<file path="config.mk">
export PLATFORM = sky130hd
export DESIGN_NAME = fnv1a_32
export DESIGN_NICKNAME = d
export VERILOG_FILES = /design/src/rtl/fnv1a_32.sv
export SDC_FILE = /design/constraint.sdc
export NUM_CORES = 1
export LEC_CHECK = 0
export BUFFER_PORTS_ARGS = -buffer_cell sky130_fd_sc_hd__buf_2
export CAP_MARGIN = 10
export CORE_MARGIN = 4
export CORE_UTILIZATION = 38
export DETAILED_ROUTE_END_ITERATION = 10
export PLACE_DENSITY = 0.57
export SYNTH_ARGS = -nofsm -noshare
export SYNTH_HDL_FRONTEND = slang
export SYNTH_SLANG_ARGS = --single-unit
</file>
<file path="constraint.sdc">
create_clock -name clk -period 16.1 [get_ports clk]
set_input_delay 3.22 -clock clk [delete_from_list [all_inputs] [get_ports clk]]
set_output_delay 3.22 -clock clk [all_outputs]
set_load 0.005 [all_outputs]
</file>
<file path="src/rtl/fnv1a_32.sv">
// Registered 32-bit FNV-1a hash: four bytes of `in` per clock, digest on `out`.
// Define FNV1A_ACCUM_EN to chain the digest across words (seed = current out).
module fnv1a_32 #(
  parameter logic [31:0] OFFSET_BASIS = 32'h811C9DC5,
  parameter logic [31:0] FNV_PRIME    = 32'h01000193
) (
  input  logic        clk,
  input  logic        reset,
  input  logic [31:0] in,
  output logic [31:0] out
);

  logic [31:0] out_q;
  logic [31:0] out_d;
  logic [31:0] seed;
  logic [31:0] h0;
  logic [31:0] h1;
  logic [31:0] h2;

  // Standard prime maps to a shift-add; any other prime falls back to a multiplier.
  function automatic logic [31:0] fnv_step(input logic [31:0] h, input logic [7:0] b);
    logic [31:0] x;
    x = h ^ {24'b0, b};
    if (FNV_PRIME == 32'h01000193)
      return (x << 24) + (x << 8) + (x << 7) + (x << 4) + (x << 1) + x;
    else
      return x * FNV_PRIME;
  endfunction

  always_comb begin
`ifdef FNV1A_ACCUM_EN
    seed = out_q;
`else
    seed = OFFSET_BASIS;
`endif
    h0    = fnv_step(seed, in[7:0]);
    h1    = fnv_step(h0,   in[15:8]);
    h2    = fnv_step(h1,   in[23:16]);
    out_d = fnv_step(h2,   in[31:24]);
  end

  always_ff @(posedge clk) begin
    if (reset)
      out_q <= OFFSET_BASIS;
    else
      out_q <= out_d;
  end

  assign out = out_q;

endmodule

</file>
* Word-level counts from Yosys, hierarchy flattened
Cells that the tools add are included.
Word-level totals: register bits after elaboration 32, input port bits 34, output and inout port bits 32, logic and storage cells 25
Cells by class: add/sub/neg operators 20, bitwise operators 4
Operators with widths (count):
- $add A32 B32 Y32 | 17
- $xor A32 B8 Y32 | 3
- $add A32 B29 Y32 | 2
- $add A32 B26 Y32 | 1
- $not A4 Y14 | 1

* Logic depth before layout (Yosys ltp)
depth after elaboration 24, gate-level depth with buffers 61, gate-level depth less buffers 60

* Least setup slack after synthesis
Ideal clock, no wire load.
path kind input to register, start input in[3], end register out_q[31] (netlist: out[31]), library setup time 61 ps, data arrival time 16451 ps, required time 16039 ps, slack -412 ps, stages on the path 58, path buffers 0, cells stage by stage inv_1 fa_1 inv_1 ha_1 ha_1 ha_1 a21o_1 a21oi_1 o21bai_1 a21oi_1 o21bai_1 a21oi_1 nor2b_1 o21ai_0 nor2b_1 xor2_1 fa_1 fa_1 (+22 left out) xnor2_1 inv_1 fa_1 inv_1 fa_1 inv_1 fa_1 inv_1 ha_1 a21o_1 a21o_1 or4_1 a311o_1 nand3_1 o21ai_2 o41ai_4 xnor3_1 nand2_1
On the way: word-level cells in the longest chain between the ends 21, elaborated cells on any way between the ends 23
Ends and longest elaborated chain:
- from (decl) | RTL line 9 | input logic [31:0] in,
- $add A32 B29 Y32 | RTL line 25 | return (x << 24) + (x << 8) + (x << 7) + (x << 4) + (x << 1) + x;
- $add A32 B26 Y32 or $add A32 B32 Y32 (tied branches) | RTL line 25
- $add A32 B32 Y32 (*) | RTL line 25
- $xor A32 B8 Y32 (*) | RTL line 23 | x = h ^ {24'b0, b};
- $add A32 B32 Y32 | RTL line 25
- $add A32 B32 Y32 or $xor A32 B8 Y32 (tied branches) | RTL line 25, 23
- $add A32 B32 Y32 (2 in series) | RTL line 25
- $add A32 B32 Y32 (*) | RTL line 25
- (+2 left out)
- $add A32 B32 Y32 or $xor A32 B8 Y32 (tied branches) | RTL line 25, 23
- $add A32 B32 Y32 (2 in series) | RTL line 25
- $add A32 B32 Y32 (*) | RTL line 25
- $xor A32 B8 Y32 (*) | RTL line 23
- $add A32 B32 Y32 | RTL line 25
- $add A32 B32 Y32 or $xor A32 B8 Y32 (tied branches) | RTL line 25, 23
- $add A32 B32 Y32 (2 in series) | RTL line 25
- $add A32 B32 Y32 (*) | RTL line 25
- to (signal assigned) | RTL line 46 | out_q <= out_d;
- to (decl) | RTL line 13 | logic [31:0] out_q;
Every way passes the cells marked *; elsewhere a longest branch is shown, timed or not. A chain may end at the register's enable or synchronous reset.

* Final worst setup path
start input in[0], end register out_q[31] (netlist: out[31])
On the way: word-level cells in the longest chain between the ends 23, elaborated cells on any way between the ends 24
Ends and longest elaborated chain (RTL line):
- $not A4 Y14 (no source line) (*)
- $add A32 B32 Y32 or $add A32 B29 Y32 (tied branches) | 25
- $add A32 B29 Y32 or $add A32 B32 Y32 (tied branches) | 25
- $add A32 B26 Y32 or $add A32 B29 Y32 (tied branches) | 25
- $add A32 B32 Y32 (*) | 25
- $xor A32 B8 Y32 (*) | 23
- $add A32 B32 Y32 or $xor A32 B8 Y32 (tied branches) | 25, 23
- $add A32 B32 Y32 (3 in series) | 25
- $add A32 B32 Y32 (*) | 25
- $xor A32 B8 Y32 (*) | 23
- $add A32 B32 Y32 or $xor A32 B8 Y32 (tied branches) | 25, 23
- $add A32 B32 Y32 (3 in series) | 25
- $add A32 B32 Y32 (*) | 25
- $xor A32 B8 Y32 (*) | 23
- $add A32 B32 Y32 or $xor A32 B8 Y32 (tied branches) | 25, 23
- $add A32 B32 Y32 (3 in series) | 25
- $add A32 B32 Y32 (*) | 25
Marked as above.

==> qor.json <==
{
  "grt_pass1_wl": {"value": 50300, "unit": "µm"},
  "yosys.cell_count.top_type": {"value": "inv_1"},
  "synth_top_cell_area_share": {"value": 34.5, "unit": "%"},
  "io_pins": {"value": 66},
  "syn_avg_cell_area": {"value": 9.31, "unit": "µm²"},
  "achievable-frequency": {"value": 64.3, "unit": "MHz"},
  "critPathMaxFanout": {"value": 4},
  "initial_utilization": {"value": 38.8, "unit": "%"},
  "timing.max_cap.violations": {"value": 0},
  "synth.lib_cells_used.distinct": {"value": 57},
  "hpwlAfterDp": {"value": 27400, "unit": "µm"},
  "worstSetupEndpointType": {"value": "flip-flop"},
  "worst_hold_path_type": {"value": "in2reg"},
  "post_synthesis_sequential_area_ratio": {"value": 4.91, "unit": "%"},
  "area_delta_synth_final": {"value": 24.0, "unit": "%"},
  "drt_first_iter_violations": {"value": 229},
  "synth_fp_nets": {"value": 1896},
  "multi_input_area": {"value": 11600, "unit": "µm²"},
  "maximum_number_of_pins_on_one_net_before_global_route_repair": {"value": 24},
  "syn-cell-area": {"value": 13100, "unit": "µm²"},
  "dr.pass1.iters": {"value": 5},
  "core": {"value": 33700, "unit": "µm²"},
  "most_used_cell_cp": {"value": "fa_1"},
  "ys.flop_type": {"value": "dfxtp_1"},
  "timing.critical_path.from_type": {"value": "input pin"},
  "layout_worst_path_cycle_share": {"value": 96.6, "unit": "%"},
  "vert_die_dim": {"value": 193, "unit": "µm"},
  "run_status": {"value": "finished clean"},
  "final_hold_viol_count": {"value": 0},
  "synth-edff-count": {"value": 0},
  "fillerInstances": {"value": 3260},
  "post_route_design_area": {"value": 16200, "unit": "µm²"},
  "cp_data_required_time": {"value": 16320, "unit": "ps"},
  "row_count": {"value": 67},
  "dpl-instance-area": {"value": 15400, "unit": "µm²"},
  "arrival": {"value": 15780, "unit": "ps"},
  "drt-total-wl": {"value": 29600, "unit": "µm"},
  "dieWidth": {"value": 193, "unit": "µm"},
  "cell_taking_the_most_area_after_synthesis": {"value": "fa_1"},
  "viasPerCell": {"value": 4.57},
  "grt_pass1_vias": {"value": 10600},
  "antenna_diode_count": {"value": 0},
  "ant_nets": {"value": 0},
  "sequential_cell_area": {"value": 641, "unit": "µm²"},
  "clock_tree.buffer_depth": {"value": 2},
  "synth_seq_cells": {"value": 32},
  "syn_inst": {"value": 1403},
  "port_buffers": {"value": 65},
  "routed-via-count": {"value": 9668},
  "drt-wirelength-per-cell": {"value": 14.0, "unit": "µm"},
  "max-slew-margin-rel": {"value": 44.2, "unit": "%"},
  "rsz0062_at_grt": {"value": "yes"},
  "synth-warning-count": {"value": 0},
  "async_flop_share": {"value": 0, "unit": "%"},
  "cpMaxStageDelayCell": {"value": "fa_1"},
  "setup.worst_path.class": {"value": "in2reg"},
  "globalplace.congestion": {"value": 0.864},
  "cpPeakStageDelay": {"value": 590, "unit": "ps"},
  "clkSinkCount": {"value": 32},
  "cts_htree_levels": {"value": 2},
  "synthTopCellsByCount": {"value": "388 x inv_1, 234 x ha_1, 225 x fa_1"},
  "number_of_antenna_violations_at_the_first_check_in_global_routing": {"value": 0},
  "die-area": {"value": 37400, "unit": "µm²"},
  "remaining_drc_errors": {"value": 0},
  "total_overflow_reported_by_the_global_router": {"value": 0},
  "grt_util_all_layers": {"value": 16.0, "unit": "%"},
  "finalSetupViolCount": {"value": 0},
  "clkTransAtPathRegs": {"value": 50, "unit": "ps"},
  "fin_crit": {"value": 15560, "unit": "ps"},
  "num-nets-final": {"value": 2159},
  "total_clock_buffers_created_by_cts": {"value": 5},
  "cts_tree": {"value": "done"},
  "synth.top_cells.by_area": {"value": "fa_1 34%, ha_1 22%, inv_1 11%"},
  "largest_register_ff_count": {"value": 32},
  "cts_root_buffer": {"value": "clkbuf_16"},
  "worst-slew-pin-transition": {"value": 834, "unit": "ps"},
  "share_of_final_layout_standard_cells_stronger_than_drive_strength_1": {"value": 23.6, "unit": "%"},
  "maxSlewViolCount": {"value": 0}
}
## kinds of logic (layout without fill, tap and decap cells)
group | Yosys count | in the layout | synth area share (%)
xor gates and xnor gates | 131 | 131 | 9.05
DFF | 32 | 32 | 4.91
adders and majority gates | 459 | 459 | 56.9
AOI/OAI and AO/OA | 227 | 227 | 11.7
muxes | 4 | 4 | 0.316
buffers and inverters | 393 | 657 | 11.3
and+or+nand+nor | 157 | 157 | 5.84
## layout by cell type (no fill, tap or decap), types with 4 or more instances in the layout
| cell type | instances |
|---|---|
| fa_1 | 222 |
| nor3_1 | 15 |
| o21ai_0 | 24 |
| o211ai_1 | 5 |
| buf_2 | 63 |
| a21boi_0 | 5 |
| o21ai_2 | 5 |
| xor2_1 | 43 |
| nand2_1 | 38 |
| o21bai_1 | 13 |
| o21a_1 | 16 |
| nand3_1 | 9 |
| xor2_2 | 6 |
| a21o_1 | 40 |
| nor2b_1 | 16 |
| nand2b_1 | 8 |
| inv_2 | 16 |
| and3_1 | 4 |
| o21ai_1 | 7 |
| a21oi_2 | 25 |
| xnor2_1 | 63 |
| buf_4 | 198 |
| a21oi_1 | 41 |
| a31o_2 | 4 |
| inv_1 | 372 |
| dfxtp_1 | 32 |
| ha_4 | 14 |
| xnor2_2 | 15 |
| nor2_1 | 40 |
| a31oi_1 | 5 |
| ha_1 | 217 |
| clkbuf_16 | 5 |
## path summary, 6_finish.rpt
kind	end	cells after the start	startpoint	slack, ps
worst max-delay path	out[31]	54	in[0]	540
worst min-delay path	out[30]	2	reset	3370
## repair_timing
action | in CTS | in global routing
buffers inserted | 0 | 11
gates resized for setup | 2 | 108
pin swaps | 2 | 88
setup endpoints to repair | 1 | 8
hold buffers | 0 | 0
## critical path: cells and delay by family
family / cells / cell delay, ps
AO/OA/AOI/OAI: 19 / 3350
XOR/XNOR: 4 / 690
adder cells (fa/ha/maj): 17 / 6850
buffers and inverters: 10 / 980
AND/OR/NAND/NOR: 4 / 670
## per-stage QoR
stage / hold slack (ps) / setup TNS (ps) / cells / utilization [%] / setup WS (ps)
6_report: 3370 / 0 / 2115 / 48.1 / 540
5_1_grt: 3410 / -109 / 2115 / 48.1 / -69.7
4_1_cts: 3370 / 0 / 2104 / 46.2 / 1.93
3_5_place_dp: 3600 / -356 / 2096 / 45.7 / -321
3_3_place_gp: 3600 / -147 / 2096 / 45.7 / -147
2_1_floorplan: 3330 / 0 / 1403 / - / 12.1
## final cells by class
type                    instances  share of cell area (%)
multi-input cells             978                    71.3
well taps                     448                    3.46
clock buffers                   7                   0.943
repair buffers                261                    11.1
flip-flops and latches         32                    3.96
inverters                     388                    8.99
clock inverters                 1                   0.185
## metal layers
metal | global-route usage, % | vias to the layer above | routed length (µm) | share of wire, %
met1 | 19.4 | 4595 | 12800 | 43
met5 | 0 | - | 0 | 0
met4 | 5.53 | 0 | 1030 | 3.5
li1 | - | 4930 | - | -
met3 | 0.957 | 34 | 465 | 1.6
met2 | 30.0 | 109 | 15300 | 52
Power is left out: the tool's default activity adds up to more than one toggle a clock period on the data nets, which glitch-free logic cannot reach.
